## config.mk

```make
export PLATFORM = sky130hd
export DESIGN_NAME = mem_arbiter
export DESIGN_NICKNAME = d
export VERILOG_FILES = /design/src/rtl/mem_arbiter.sv
export SDC_FILE = /design/constraint.sdc
export NUM_CORES = 1
export LEC_CHECK = 0
export CAP_MARGIN = 20
export CORE_MARGIN = 1.5
export CORE_UTILIZATION = 34
export CTS_CLUSTER_SIZE = 16
export DETAILED_ROUTE_END_ITERATION = 8
export PLACE_DENSITY = 0.77
export SETUP_SLACK_MARGIN = 0.2
export SLEW_MARGIN = 30
export SYNTH_ARGS = -nofsm -noshare
export SYNTH_HDL_FRONTEND = slang
export SYNTH_SLANG_ARGS = --single-unit
export TNS_END_PERCENT = 20
```

## constraint.sdc

```tcl
create_clock -name clk -period 1.6 [get_ports clk]
set_clock_uncertainty 0.1 [all_clocks]
set_input_delay 0.32 -clock clk [delete_from_list [all_inputs] [get_ports clk]]
set_output_delay 0.32 -clock clk [all_outputs]
set_load 0.05 [all_outputs]
```

## src/rtl/mem_arbiter.sv

```systemverilog
// Two-master round-robin arbiter sharing one registered data-memory port.
// Every access takes a grant cycle followed by a completion cycle.
module mem_arbiter #(
    parameter int WIDTH    = 32,
    parameter int ADDRSIZE = 12
) (
    input  logic                clk,
    input  logic                rst,
    input  logic                m0_req,
    input  logic                m0_we,
    input  logic [ADDRSIZE-1:0] m0_addr,
    input  logic [WIDTH-1:0]    m0_wdata,
    output logic                m0_gnt,
    output logic                m0_rvalid,
    input  logic                m1_req,
    input  logic                m1_we,
    input  logic [ADDRSIZE-1:0] m1_addr,
    input  logic [WIDTH-1:0]    m1_wdata,
    output logic                m1_gnt,
    output logic                m1_rvalid,
    output logic [WIDTH-1:0]    rdata,
    output logic [ADDRSIZE-1:0] MEM_ADDR,
    output logic [WIDTH-1:0]    MEM_OUT,
    output logic                MEM_CTRL,
    input  logic [WIDTH-1:0]    MEM_IN,
    output logic                busy
);

    typedef enum logic [0:0] {
        IDLE = 1'b0,
        BUSY = 1'b1
    } state_e;

    state_e                state_q, state_d;
    logic                  rr_q, rr_d;
    logic                  win_q, win_d;
    logic                  rd_q, rd_d;
    logic [ADDRSIZE-1:0]   addr_q, addr_d;
    logic [WIDTH-1:0]      wdata_q, wdata_d;
    logic                  ctrl_q, ctrl_d;
    logic                  gnt0_q, gnt0_d;
    logic                  gnt1_q, gnt1_d;
    logic                  rv0_q, rv0_d;
    logic                  rv1_q, rv1_d;
    logic [WIDTH-1:0]      rdata_q, rdata_d;
    logic                  busy_q, busy_d;
    logic                  any_req_s;
    logic                  sel_s;

    // On a tie the master that was not granted last wins; rr_q holds the last winner.
    assign any_req_s = m0_req | m1_req;
    assign sel_s     = (m0_req & m1_req) ? ~rr_q : m1_req;

    // Next-state and registered-output decode for the IDLE/BUSY access sequence.
    always_comb begin
        state_d = state_q;
        rr_d    = rr_q;
        win_d   = win_q;
        rd_d    = rd_q;
        addr_d  = addr_q;
        wdata_d = wdata_q;
        ctrl_d  = 1'b0;
        gnt0_d  = 1'b0;
        gnt1_d  = 1'b0;
        rv0_d   = 1'b0;
        rv1_d   = 1'b0;
        rdata_d = rdata_q;
        busy_d  = 1'b0;
        case (state_q)
            IDLE: begin
                if (any_req_s) begin
                    win_d   = sel_s;
                    rr_d    = sel_s;
                    addr_d  = sel_s ? m1_addr  : m0_addr;
                    wdata_d = sel_s ? m1_wdata : m0_wdata;
                    ctrl_d  = sel_s ? m1_we    : m0_we;
                    rd_d    = sel_s ? ~m1_we   : ~m0_we;
                    gnt0_d  = ~sel_s;
                    gnt1_d  = sel_s;
                    busy_d  = 1'b1;
                    state_d = BUSY;
                end else begin
                    state_d = IDLE;
                end
            end
            BUSY: begin
                state_d = IDLE;
                if (rd_q) begin
                    rdata_d = MEM_IN;
                    rv0_d   = ~win_q;
                    rv1_d   = win_q;
                end else begin
                    rdata_d = rdata_q;
                end
            end
            default: begin
                state_d = IDLE;
            end
        endcase
    end

    // State and output registers; reset leaves master 1 as last winner.
    always_ff @(posedge clk or negedge rst) begin
        if (!rst) begin
            state_q <= IDLE;
            rr_q    <= 1'b1;
            win_q   <= 1'b0;
            rd_q    <= 1'b0;
            addr_q  <= {ADDRSIZE{1'b0}};
            wdata_q <= {WIDTH{1'b0}};
            ctrl_q  <= 1'b0;
            gnt0_q  <= 1'b0;
            gnt1_q  <= 1'b0;
            rv0_q   <= 1'b0;
            rv1_q   <= 1'b0;
            rdata_q <= {WIDTH{1'b0}};
            busy_q  <= 1'b0;
        end else begin
            state_q <= state_d;
            rr_q    <= rr_d;
            win_q   <= win_d;
            rd_q    <= rd_d;
            addr_q  <= addr_d;
            wdata_q <= wdata_d;
            ctrl_q  <= ctrl_d;
            gnt0_q  <= gnt0_d;
            gnt1_q  <= gnt1_d;
            rv0_q   <= rv0_d;
            rv1_q   <= rv1_d;
            rdata_q <= rdata_d;
            busy_q  <= busy_d;
        end
    end

    assign m0_gnt    = gnt0_q;
    assign m1_gnt    = gnt1_q;
    assign m0_rvalid = rv0_q;
    assign m1_rvalid = rv1_q;
    assign rdata     = rdata_q;
    assign MEM_ADDR  = addr_q;
    assign MEM_OUT   = wdata_q;
    assign MEM_CTRL  = ctrl_q;
    assign busy      = busy_q;

endmodule
```

Yosys cells after proc, flatten, opt, wreduce, memory -nomap -nowiden
Cells that the tools add are included.

Bits in registers: 86. Input bits: 126. Output and inout bits: 82. Word-level logic and storage cells: 41.

Mux-type cells: 18. Bitwise logic cells: 8. Reductions and logical operators: 2.

Operators with widths (count): $mux W32 (1); $mux W1 (15); $mux W12 (1); $not A1 Y1 (6); $reduce_and A2 Y1 (2); $pmux W1 S2 (1); $and A1 B1 Y1 (1); $or A1 B1 Y1 (1).

Logic depth before layout (Yosys ltp)
Gate-level depths: netlist of the first run.

Depth after elaboration: 5. Mapped depth: 6. Depth with buffers taken out: 4.

Least setup slack after synthesis of the first run
Ideal clock, no wire load.

Kind: reg-to-reg. From: register busy (netlist name). To: register wdata_q[10] (netlist: MEM_OUT[10]). Setup time: 0.126 ns. Data arrival time: 1.500 ns. Data required time: 1.374 ns. Path slack: -0.126 ns. Stages on the path, launching flop included: 5. Path buffers: 1. Period minus slack after synthesis: 1.726 ns. Cell sequence: dfrtp_1 > and2b_4 > clkbuf_1 > and3_1 > a221o_1.

RTL lines: to (signal assigned) (RTL line 110) `wdata_q <= {WIDTH{1'b0}};`; to (signal assigned) (RTL line 124) `wdata_q <= wdata_d;`; to (decl) (RTL line 39) `logic [WIDTH-1:0] wdata_q, wdata_d;`.

==> flow_summary.json, run 1 <==
{
  "die_w_microns": 104,
  "hold_path.class": "in2async",
  "hpwl_mm": 8.05,
  "fin_nets": 633,
  "irDropWorstVdd_uv": 739,
  "fin_crit_sh": 0.945,
  "insertion_delay_ns": 0.35,
  "fmax_ghz": 0.661,
  "syn_inst": 281,
  "ys_types": 24,
  "arrival_ns": 1.66,
  "post_drt_wl_per_cell_microns": 17.3,
  "finalMaxSlewViolations": 0,
  "p_seq_frac": 0.309,
  "syn_nets": 407,
  "powerDensity_mw_per_mm2": 1530,
  "fin_ws_ns": 0.0876,
  "rows": 36,
  "worst_path_largest_cell_delay_ns": 0.49,
  "ys_ff_latch": 85,
  "cpMostUsedCell": "a21oi_1",
  "maxSlewHeadroom": 0.759,
  "port-buffer-count": 207,
  "drive_above_1_share": 0.393,
  "post_dp_cell_area_sq_mm": 0.00675,
  "start_util": 0.353,
  "path_cells": "o21bai_4 > buf_12 > buf_16 > a21oi_1 > a21oi_1",
  "drt_pass1_iterations": 4,
  "diodes": 0,
  "min_period_ns": 1.51,
  "core_sq_mm": 0.00982,
  "cts_buffers": 9,
  "worstMarginPinSlew_ns": 0.362,
  "finalHoldViolations": 0,
  "drt_iter0_drc": 93,
  "synth_area_leaders": "dfrtp_1, mux2_2, a221o_1",
  "synth_top_cell_area_share": 0.606,
  "clkPwrFrac": 0.132,
  "synth_top_area_cell": "dfrtp_1",
  "htreeDepth": 3,
  "critPathCaptureType": "flop",
  "timing.hold.ws_ns": 0.330,
  "pre_cts_ws_ns": -0.287,
  "tns_ns": 0,
  "cts_tree": "done",
  "top_level_ports": 208,
  "crit_required_ns": 1.75,
  "fin_cells": 645,
  "rsz0062_at_grt": "true",
  "intPower_mw": 6.51,
  "switchingPower_mw": 4.46,
  "critPathMaxFanout": 10,
  "p_leak_nw": 3.12,
  "final_antenna_net_count": 0,
  "cp_top_family": "flip-flops",
  "clkSinkCount": 85,
  "die_h_microns": 104,
  "yosysSeqAreaShare": 0.614,
  "place_inst": 619,
  "crit_slowest_cell": "dfrtp_2",
  "grt_max_degree": 34,
  "setup_viol": 0,
  "critPathLaunchType": "flop",
  "area_growth_pct": 107,
  "avgSynthCellArea_sq_um": 12.3,
  "drc": 0,
  "synth_area_sq_mm": 0.00347,
  "postLayoutCellArea_sq_mm": 0.00718,
  "grt_overflow": 0,
  "switching_share": 0.406,
  "clock_path_buffers": 2,
  "status": "finished, final reports clean",
  "maxCapViolations": 0,
  "crit_buf_inv": 2,
  "vias": 3216,
  "path_class": "reg2reg",
  "yosysWarningCount": 0,
  "grt_pass1_wl_mm": 17.2,
  "track_usage": 0.200,
  "via_per_inst": 4.99,
  "antenna_found_initial": 0,
  "cts_root_buffer": "clkbuf_8",
  "grt_pass1_vias": 3336,
  "wl_mm": 11.2,
  "die-area_sq_mm": 0.0108,
  "pwr-share-comb": 0.558,
  "gp_congestion": 0.765,
  "clk_pin_slew_ns": 0.10
}
==> worst reg2reg max path, delay by kind of cell (launching register included) <==
| kind | cells | cell delay [ns] |
|---|---|---|
| buffers and inverters | 2 | 0.33 |
| AO/OA/AOI/OAI | 3 | 0.49 |
| flip-flops | 1 | 0.49 |
==> stage by stage <==
step                utilization  total power, mW
finish                    0.732             11.0
global route              0.732             11.4
CTS                       0.712             10.9
detailed placement        0.688             9.43
global placement          0.688             9.32
floorplan                     -             5.99
==> synthesized netlist by cell type <==
| master | n |
|---|---|
| and2b_4 | 1 |
| a22o_1 | 1 |
| a21oi_1 | 38 |
| dfrtp_1 | 84 |
| nor2b_1 | 1 |
| dfstp_2 | 1 |
| o21ai_0 | 1 |
| a21boi_2 | 1 |
| o21bai_1 | 1 |
| nand2_1 | 22 |
| a21bo_2 | 1 |
| and3_1 | 26 |
| a221oi_1 | 1 |
| a21boi_4 | 1 |
| buf_4 | 2 |
| a221o_1 | 25 |
| buf_6 | 2 |
| nor2_1 | 21 |
| inv_1 | 2 |
| and2_1 | 1 |
| a21o_1 | 1 |
| mux2_2 | 32 |
| clkbuf_1 | 5 |
| buf_2 | 10 |
==> layer usage <==
layer | part of all wire | up-vias | GRT usage
met4 | 0.013 | 0 | 0.0605
met3 | 0.074 | 12 | 0.0576
met2 | 0.52 | 152 | 0.350
met1 | 0.39 | 1573 | 0.237
li1 | - | 1479 | -
met5 | 0 | - | 0
==> cell usage in the layout, fill, tap and decap left out, types with 2 or more instances in the layout <==
master,count
a21oi_1,25
a21oi_2,12
a221o_1,25
and2b_4,2
and3_1,7
and3_4,19
buf_12,89
buf_4,13
clkbuf_16,4
clkbuf_8,9
clkdlybuf4s50_1,122
dfrtp_1,83
inv_6,4
inv_8,2
mux2_2,32
nand2_1,21
nor2_1,21
==> worst paths after layout <==
kind	slack, ns	depth (start not counted)	end	startpoint
setup / recovery	0.09	5	MEM_OUT[19]$_DFFE_PN0P_	busy$_DFF_PN0_
hold / removal	0.33	2	rdata[17]$_DFFE_PN0P_	rst
setup reg to reg	0.09	5	MEM_OUT[19]$_DFFE_PN0P_	busy$_DFF_PN0_
hold reg to reg	0.38	1	m0_rvalid$_DFF_PN0_	win_q$_DFFE_PN0P_
max in group asynchronous	0.50	3	rdata[2]$_DFFE_PN0P_	rst
min in group clk	0.38	1	m0_rvalid$_DFF_PN0_	win_q$_DFFE_PN0P_
==> power by group through the flow <==
stage / registers (mW) / clock network, mW / logic, mW
floorplan: 5.09 / 0 / 0.900
global placement: 3.40 / 0 / 5.91
detailed placement: 3.44 / 0 / 5.99
CTS: 3.40 / 1.50 / 6.04
global route: 3.47 / 1.59 / 6.32
finish: 3.40 / 1.45 / 6.13
==> repair_timing <==
action                     CTS  global route
setup endpoints to repair   55           107
pin swaps                    1             2
setup buffers                3             0
gates resized for setup      6            20
hold endpoints to repair    22             0
hold buffers                 1             0
cloned                       1             5
==> area by class of cell <==
| cell class | count | area [sq um] |
|---|---|---|
| clock buffer | 9 | 124 |
| multi-input combinational | 176 | 1420 |
| clock inverter | 7 | 62.6 |
| sequential | 85 | 2130 |
| timing repair buffer | 233 | 3270 |
| inverter | 2 | 7.51 |
| fill | 661 | 2640 |
| tap | 133 | 166 |
==> cell families (layout without fill, tap and decap cells) <==
group	after synthesis	after routing	share of synthesized area
flip-flops	85	85	0.614
AND/OR/NAND/NOR	72	73	0.100
AO/OA/AOI/OAI	71	71	0.149
multiplexers	32	32	0.104
buffers and inverters	21	251	0.0328
(Power assumes the default switching activity.)
==> inputs of run 2 (changes only) <==
- CORE_MARGIN: 1.5 -> 10
==> run 2 against run 1 <==
Net effect: non-clock buffer count down 4; via count down 0.93%; sequential share of layout area about the same; combinational power up 1%; die area up 35%; wire length up 19%; worst setup slack better by 0.017 ns; design area about the same; critical path type unchanged.
==> flow_summary.json, run 2 (same netlist as run 1, synthesis figures left out) <==
{
  "fin_crit_sh": 0.935,
  "grt_pass1_wl_mm": 19.6,
  "vias": 3186,
  "die_w_microns": 121,
  "rsz0062_at_grt": "true",
  "use_met1": 0.182,
  "critPathCaptureType": "flop",
  "die_h_microns": 121,
  "post_drt_wl_per_cell_microns": 20.7,
  "die-area_sq_mm": 0.0146,
  "maxCapViolations": 0,
  "cp_num_cells": 5,
  "maxSlewHeadroom": 0.795,
  "drc": 0,
  "gp_congestion": 0.797,
  "grt_pass1_vias": 3498,
  "path_class": "reg2reg",
  "worstMarginPinSlew_ns": 0.308,
  "clk_pin_slew_ns": 0.09,
  "arrival_ns": 1.63,
  "startpoint": "busy$_DFF_PN0_",
  "status": "finished, final reports clean",
  "layout_commonest_cell": "clkdlybuf4s50_1",
  "powerDensity_mw_per_mm2": 1520,
  "final_antenna_net_count": 0,
  "grt_util_met3": 0.0684,
  "via_per_inst": 4.98,
  "fillers": 646,
  "fin_nets": 629,
  "final_cell_mix": "clkdlybuf4s50_1, buf_12, dfrtp_1, mux2_2, a221o_1",
  "port-buffer-count": 207,
  "critPathMaxFanout": 9,
  "finalMaxSlewViolations": 0,
  "crit_slowest_cell": "dfrtp_2",
  "worst_path_largest_cell_delay_ns": 0.49,
  "path_cells": "o21bai_4 > buf_12 > clkbuf_16 > a21oi_1 > a21oi_1",
  "wl_mm": 13.3,
  "area_growth_pct": 107,
  "core_sq_mm": 0.00986,
  "rows": 36,
  "fmax_ghz": 0.669,
  "grt_max_degree": 42,
  "finalHoldViolations": 0,
  "clkSinkCount": 85,
  "ff2ff_path_depth": 5,
  "met2_usage": 0.301,
  "drive_above_1_share": 0.397,
  "drt_pass1_iterations": 4,
  "htreeDepth": 3,
  "grt_busiest_layer": "met2",
  "track_usage": 0.169,
  "setup_viol": 0,
  "timing.hold.ws_ns": 0.335,
  "insertion_delay_ns": 0.33,
  "grt_overflow": 0,
  "cts_buffers": 9,
  "irDropWorstVdd_uv": 683,
  "top_level_ports": 208,
  "min_period_ns": 1.50,
  "drt_iter0_drc": 173,
  "cts_tree": "done",
  "hold_path.class": "in2async",
  "cts_root_buffer": "clkbuf_8",
  "hpwl_mm": 10.1,
  "fin_util": 0.729,
  "crit_required_ns": 1.73,
  "antenna_found_initial": 0,
  "r2r_slack_ns": 0.10,
  "crit_buf_inv": 2,
  "critPathLaunchType": "flop",
  "cpMostUsedCell": "a21oi_1",
  "p_leak_nw": 3.09,
  "clock_path_buffers": 2,
  "start_util": 0.351,
  "worstReg2RegStart": "busy$_DFF_PN0_",
  "cp_top_family": "flip-flops"
}
==> run 2: cell count changes in the layout (fill, tap and decap cells not counted), moves of 2 or more <==
cell,previous run,this run
a21oi_1,25,17
a21oi_2,12,15
a21oi_4,1,6
buf_4,13,9
inv_6,4,0
inv_8,2,0
==> run 2: worst register-to-register path, cell delays in order, from the launching register on <==
cell and delay [ns]:
dfrtp_2 0.49, o21bai_4 0.25, buf_12 0.17, clkbuf_16 0.17
a21oi_1 0.13, a21oi_1 0.08
==> run 2: timing repair <==
action                                 4_1_cts  5_1_grt
hold buffers                                 1        0
gates resized for setup                      6       33
setup endpoints to repair                   74       80
cloned                                       1        5
setup buffers                                1        0
endpoints found under the hold margin       19        0
pin swaps                                    0        6
==> run 2: final timing paths <==
path,end
worst max-delay path,MEM_OUT[27]$_DFFE_PN0P_
worst min-delay path,rdata[28]$_DFFE_PN0P_
worst max register to register,MEM_OUT[27]$_DFFE_PN0P_
worst min register to register,m0_rvalid$_DFF_PN0_
max in group asynchronous,rr_q$_DFFE_PN1P_
min in group clk,m0_rvalid$_DFF_PN0_
==> run 2: routing by layer <==
metal	vias to the layer above	wire length, microns	part of all wire
met5	-	0	0
met4	0	247	0.019
met3	20	1200	0.091
met2	143	6890	0.52
met1	1557	4920	0.37
li1	1466	-	-
==> run 2: stage by stage <==
step | setup TNS (ns) | cell area, sq um | std cells | worst slack, ns | power [mW]
2_1_floorplan | 0 | 3600 | 281 | 0.0680 | 5.99
3_3_place_gp | -10.38 | 6730 | 617 | -0.235 | 9.37
3_5_place_dp | -12.31 | 6730 | 617 | -0.317 | 9.49
4_1_cts | 0 | 6930 | 634 | 0.116 | 10.9
5_1_grt | 0 | 7190 | 639 | 0.0715 | 11.3
6_report | 0 | 7190 | 640 | 0.105 | 10.9
==> run 2: cell type report <==
cell class                      count  area, sq um  share of cell area
Timing Repair Buffer              229         3230               0.450
Sequential cell                    85         2130               0.296
Multi-Input combinational cell    176         1490               0.207
Tap cell                          133          166              0.0231
Clock buffer                       10          138              0.0191
Clock inverter                      4         26.3             0.00365
Inverter                            2         7.51             0.00104
Antenna cell                        1         2.50            0.000348
==> run 2: report_power, final <==
part / internal, mW / leakage [nW] / switching, mW / total (mW)
Sequential: 2.74 / 1.00 / 0.659 / 3.40
Clock: 0.588 / 0.0840 / 0.742 / 1.33
Combinational: 3.16 / 2.00 / 3.04 / 6.20
Total: 6.49 / 3.09 / 4.44 / 10.9
==> inputs of run 3 (changes only) <==
- CORE_MARGIN: 10 -> 3
==> run 3 against run 2 <==
Net effect: maximum frequency is 0.59% higher; utilization is 1.1 points lower; combinational power is 2% lower; die area is 22% lower; wire length is 14% lower; critical path type unchanged; count of clock-buffer cells in the layout is 2 higher; clock power is 8% higher; sequential cell count stayed put; via count is 2.2% lower; worst hold slack worse by 0.015 ns; first-iteration DRC count is 20% higher; worst setup slack better by 0.0088 ns.
==> flow_summary.json, run 3 (same netlist as run 1, synthesis figures left out) <==
{
  "status": "finished, final reports clean",
  "critPathLaunchType": "flop",
  "pre_cts_ws_ns": -0.303,
  "irDropWorstVdd_uv": 766,
  "path_class": "reg2reg",
  "crit_required_ns": 1.73,
  "gp_congestion": 0.731,
  "fillers": 633,
  "rows": 36,
  "layout_commonest_cell": "clkdlybuf4s50_1",
  "fin_cells": 638,
  "min_period_ns": 1.49,
  "post_drt_wl_per_cell_microns": 17.8,
  "final_cell_mix": "clkdlybuf4s50_1, buf_12, dfrtp_1, mux2_2, a21oi_1",
  "grt_pass1_wl_mm": 17.2,
  "worstReg2RegEnd": "MEM_OUT[9]$_DFFE_PN0P_",
  "clkSinkCount": 85,
  "die_w_microns": 107,
  "drc": 0,
  "final_antenna_net_count": 0,
  "ff2ff_path_depth": 4,
  "p_total_mw": 10.9,
  "hold_path.class": "in2async",
  "drt_pass1_iterations": 4,
  "wl_mm": 11.4,
  "worstReg2RegStart": "rr_q$_DFFE_PN1P_",
  "fmax_ghz": 0.673,
  "critPathCaptureType": "flop",
  "clock_path_buffers": 2,
  "worstMarginPinSlew_ns": 0.333,
  "hpwl_mm": 8.45,
  "core_sq_mm": 0.00986,
  "maxCapViolations": 0,
  "insertion_delay_ns": 0.34,
  "rsz0062_at_grt": "true",
  "grt_pass1_vias": 3297,
  "worst_path_largest_cell_delay_ns": 0.59,
  "fin_crit_sh": 0.929,
  "multiInputGateArea_sq_mm": 0.00139,
  "cts_root_buffer": "clkbuf_8",
  "fin_nets": 627,
  "antenna_found_initial": 0,
  "htreeDepth": 3,
  "grt_overflow": 0,
  "seq_area_sq_mm": 0.00213,
  "r2r_slack_ns": 0.11,
  "drt_iter0_drc": 207,
  "p_leak_nw": 3.07,
  "die_h_microns": 107,
  "port-buffer-count": 207,
  "cts_tree": "done",
  "start_util": 0.351,
  "powerDensity_mw_per_mm2": 1540,
  "track_usage": 0.198,
  "maxSlewHeadroom": 0.778,
  "via_per_inst": 4.89,
  "grt_max_degree": 34,
  "fin_util": 0.718,
  "die-area_sq_mm": 0.0114,
  "finalHoldViolations": 0,
  "drive_above_1_share": 0.366,
  "arrival_ns": 1.61,
  "vias": 3117,
  "critPathMaxFanout": 13,
  "top_level_ports": 208,
  "path_cells": "nand2_4 > clkbuf_16 > and3_4 > a221o_1",
  "place_inst": 617,
  "setup_viol": 0,
  "fin_ws_ns": 0.114,
  "diodes": 0,
  "clk_pin_slew_ns": 0.08,
  "crit_slowest_cell": "dfstp_2",
  "finalMaxSlewViolations": 0,
  "cts_buffers": 9,
  "area_growth_pct": 104
}
## run 3: changes by cell type in the layout (fill, tap and decap cells not counted), moves of 2 or more
cell / change
a21oi_1: +15
a21oi_2: -9
a21oi_4: -6
buf_12: +2
buf_4: -2
clkbuf_8: +2
## run 3: per-stage QoR
step | instance area, sq um | TNS [ns] | hold WS [ns]
floorplan | 3600 | 0 | -0.0756
global placement | 6740 | -10.08 | 0.140
detailed placement | 6740 | -12.47 | 0.144
CTS | 6970 | 0 | 0.305
global route | 7080 | 0 | 0.321
finish | 7080 | 0 | 0.319
## run 3: report_power, final
part	internal (mW)	switching (mW)
Combinational	3.12	2.95
Sequential	2.74	0.656
Clock	0.681	0.745
## run 3: worst max-delay path, delay by kind of cell, from the launching register on
kind	cells	cell delay [ns]
AOI/OAI and AO/OA	1	0.25
buffers and inverters	1	0.18
DFF	1	0.59
and+or+nand+nor	2	0.24
## run 3: cell type report
cell class,count,area share
repair buffers,227,0.453
inverters,2,0.00106
clock inverters,3,0.00283
flip-flops and latches,85,0.301
well taps,133,0.0235
clock buffers,12,0.0233
multi-input cells,176,0.196
## run 3: layer usage
metal	GRT usage	vias up	wire length, microns
met5	0	-	0
met4	0.0767	0	274
met3	0.0596	21	895
met2	0.345	164	5850
met1	0.227	1472	4340
li1	-	1460	-
## run 3: worst max-delay path by stage
| stage | from | to | cells after the start |
|---|---|---|---|
| finish | rr_q$_DFFE_PN1P_ | MEM_OUT[9]$_DFFE_PN0P_ | 4 |
| global route | busy$_DFF_PN0_ | MEM_OUT[27]$_DFFE_PN0P_ | 5 |
| floorplan | busy$_DFF_PN0_ | MEM_ADDR[10]$_DFFE_PN0P_ | 4 |
| CTS | rr_q$_DFFE_PN1P_ | MEM_ADDR[10]$_DFFE_PN0P_ | 4 |
| detailed placement | m1_req | rd_q$_DFFE_PN0P_ | 4 |
| global placement | m1_req | MEM_CTRL$_DFF_PN0_ | 4 |
## run 3: what timing repair did
action,CTS,global route
hold endpoints to repair,21,0
buffers inserted,1,0
cloned,1,3
setup endpoints to repair,48,81
hold buffers,1,0
pin swaps,0,1
gates resized for setup,8,11
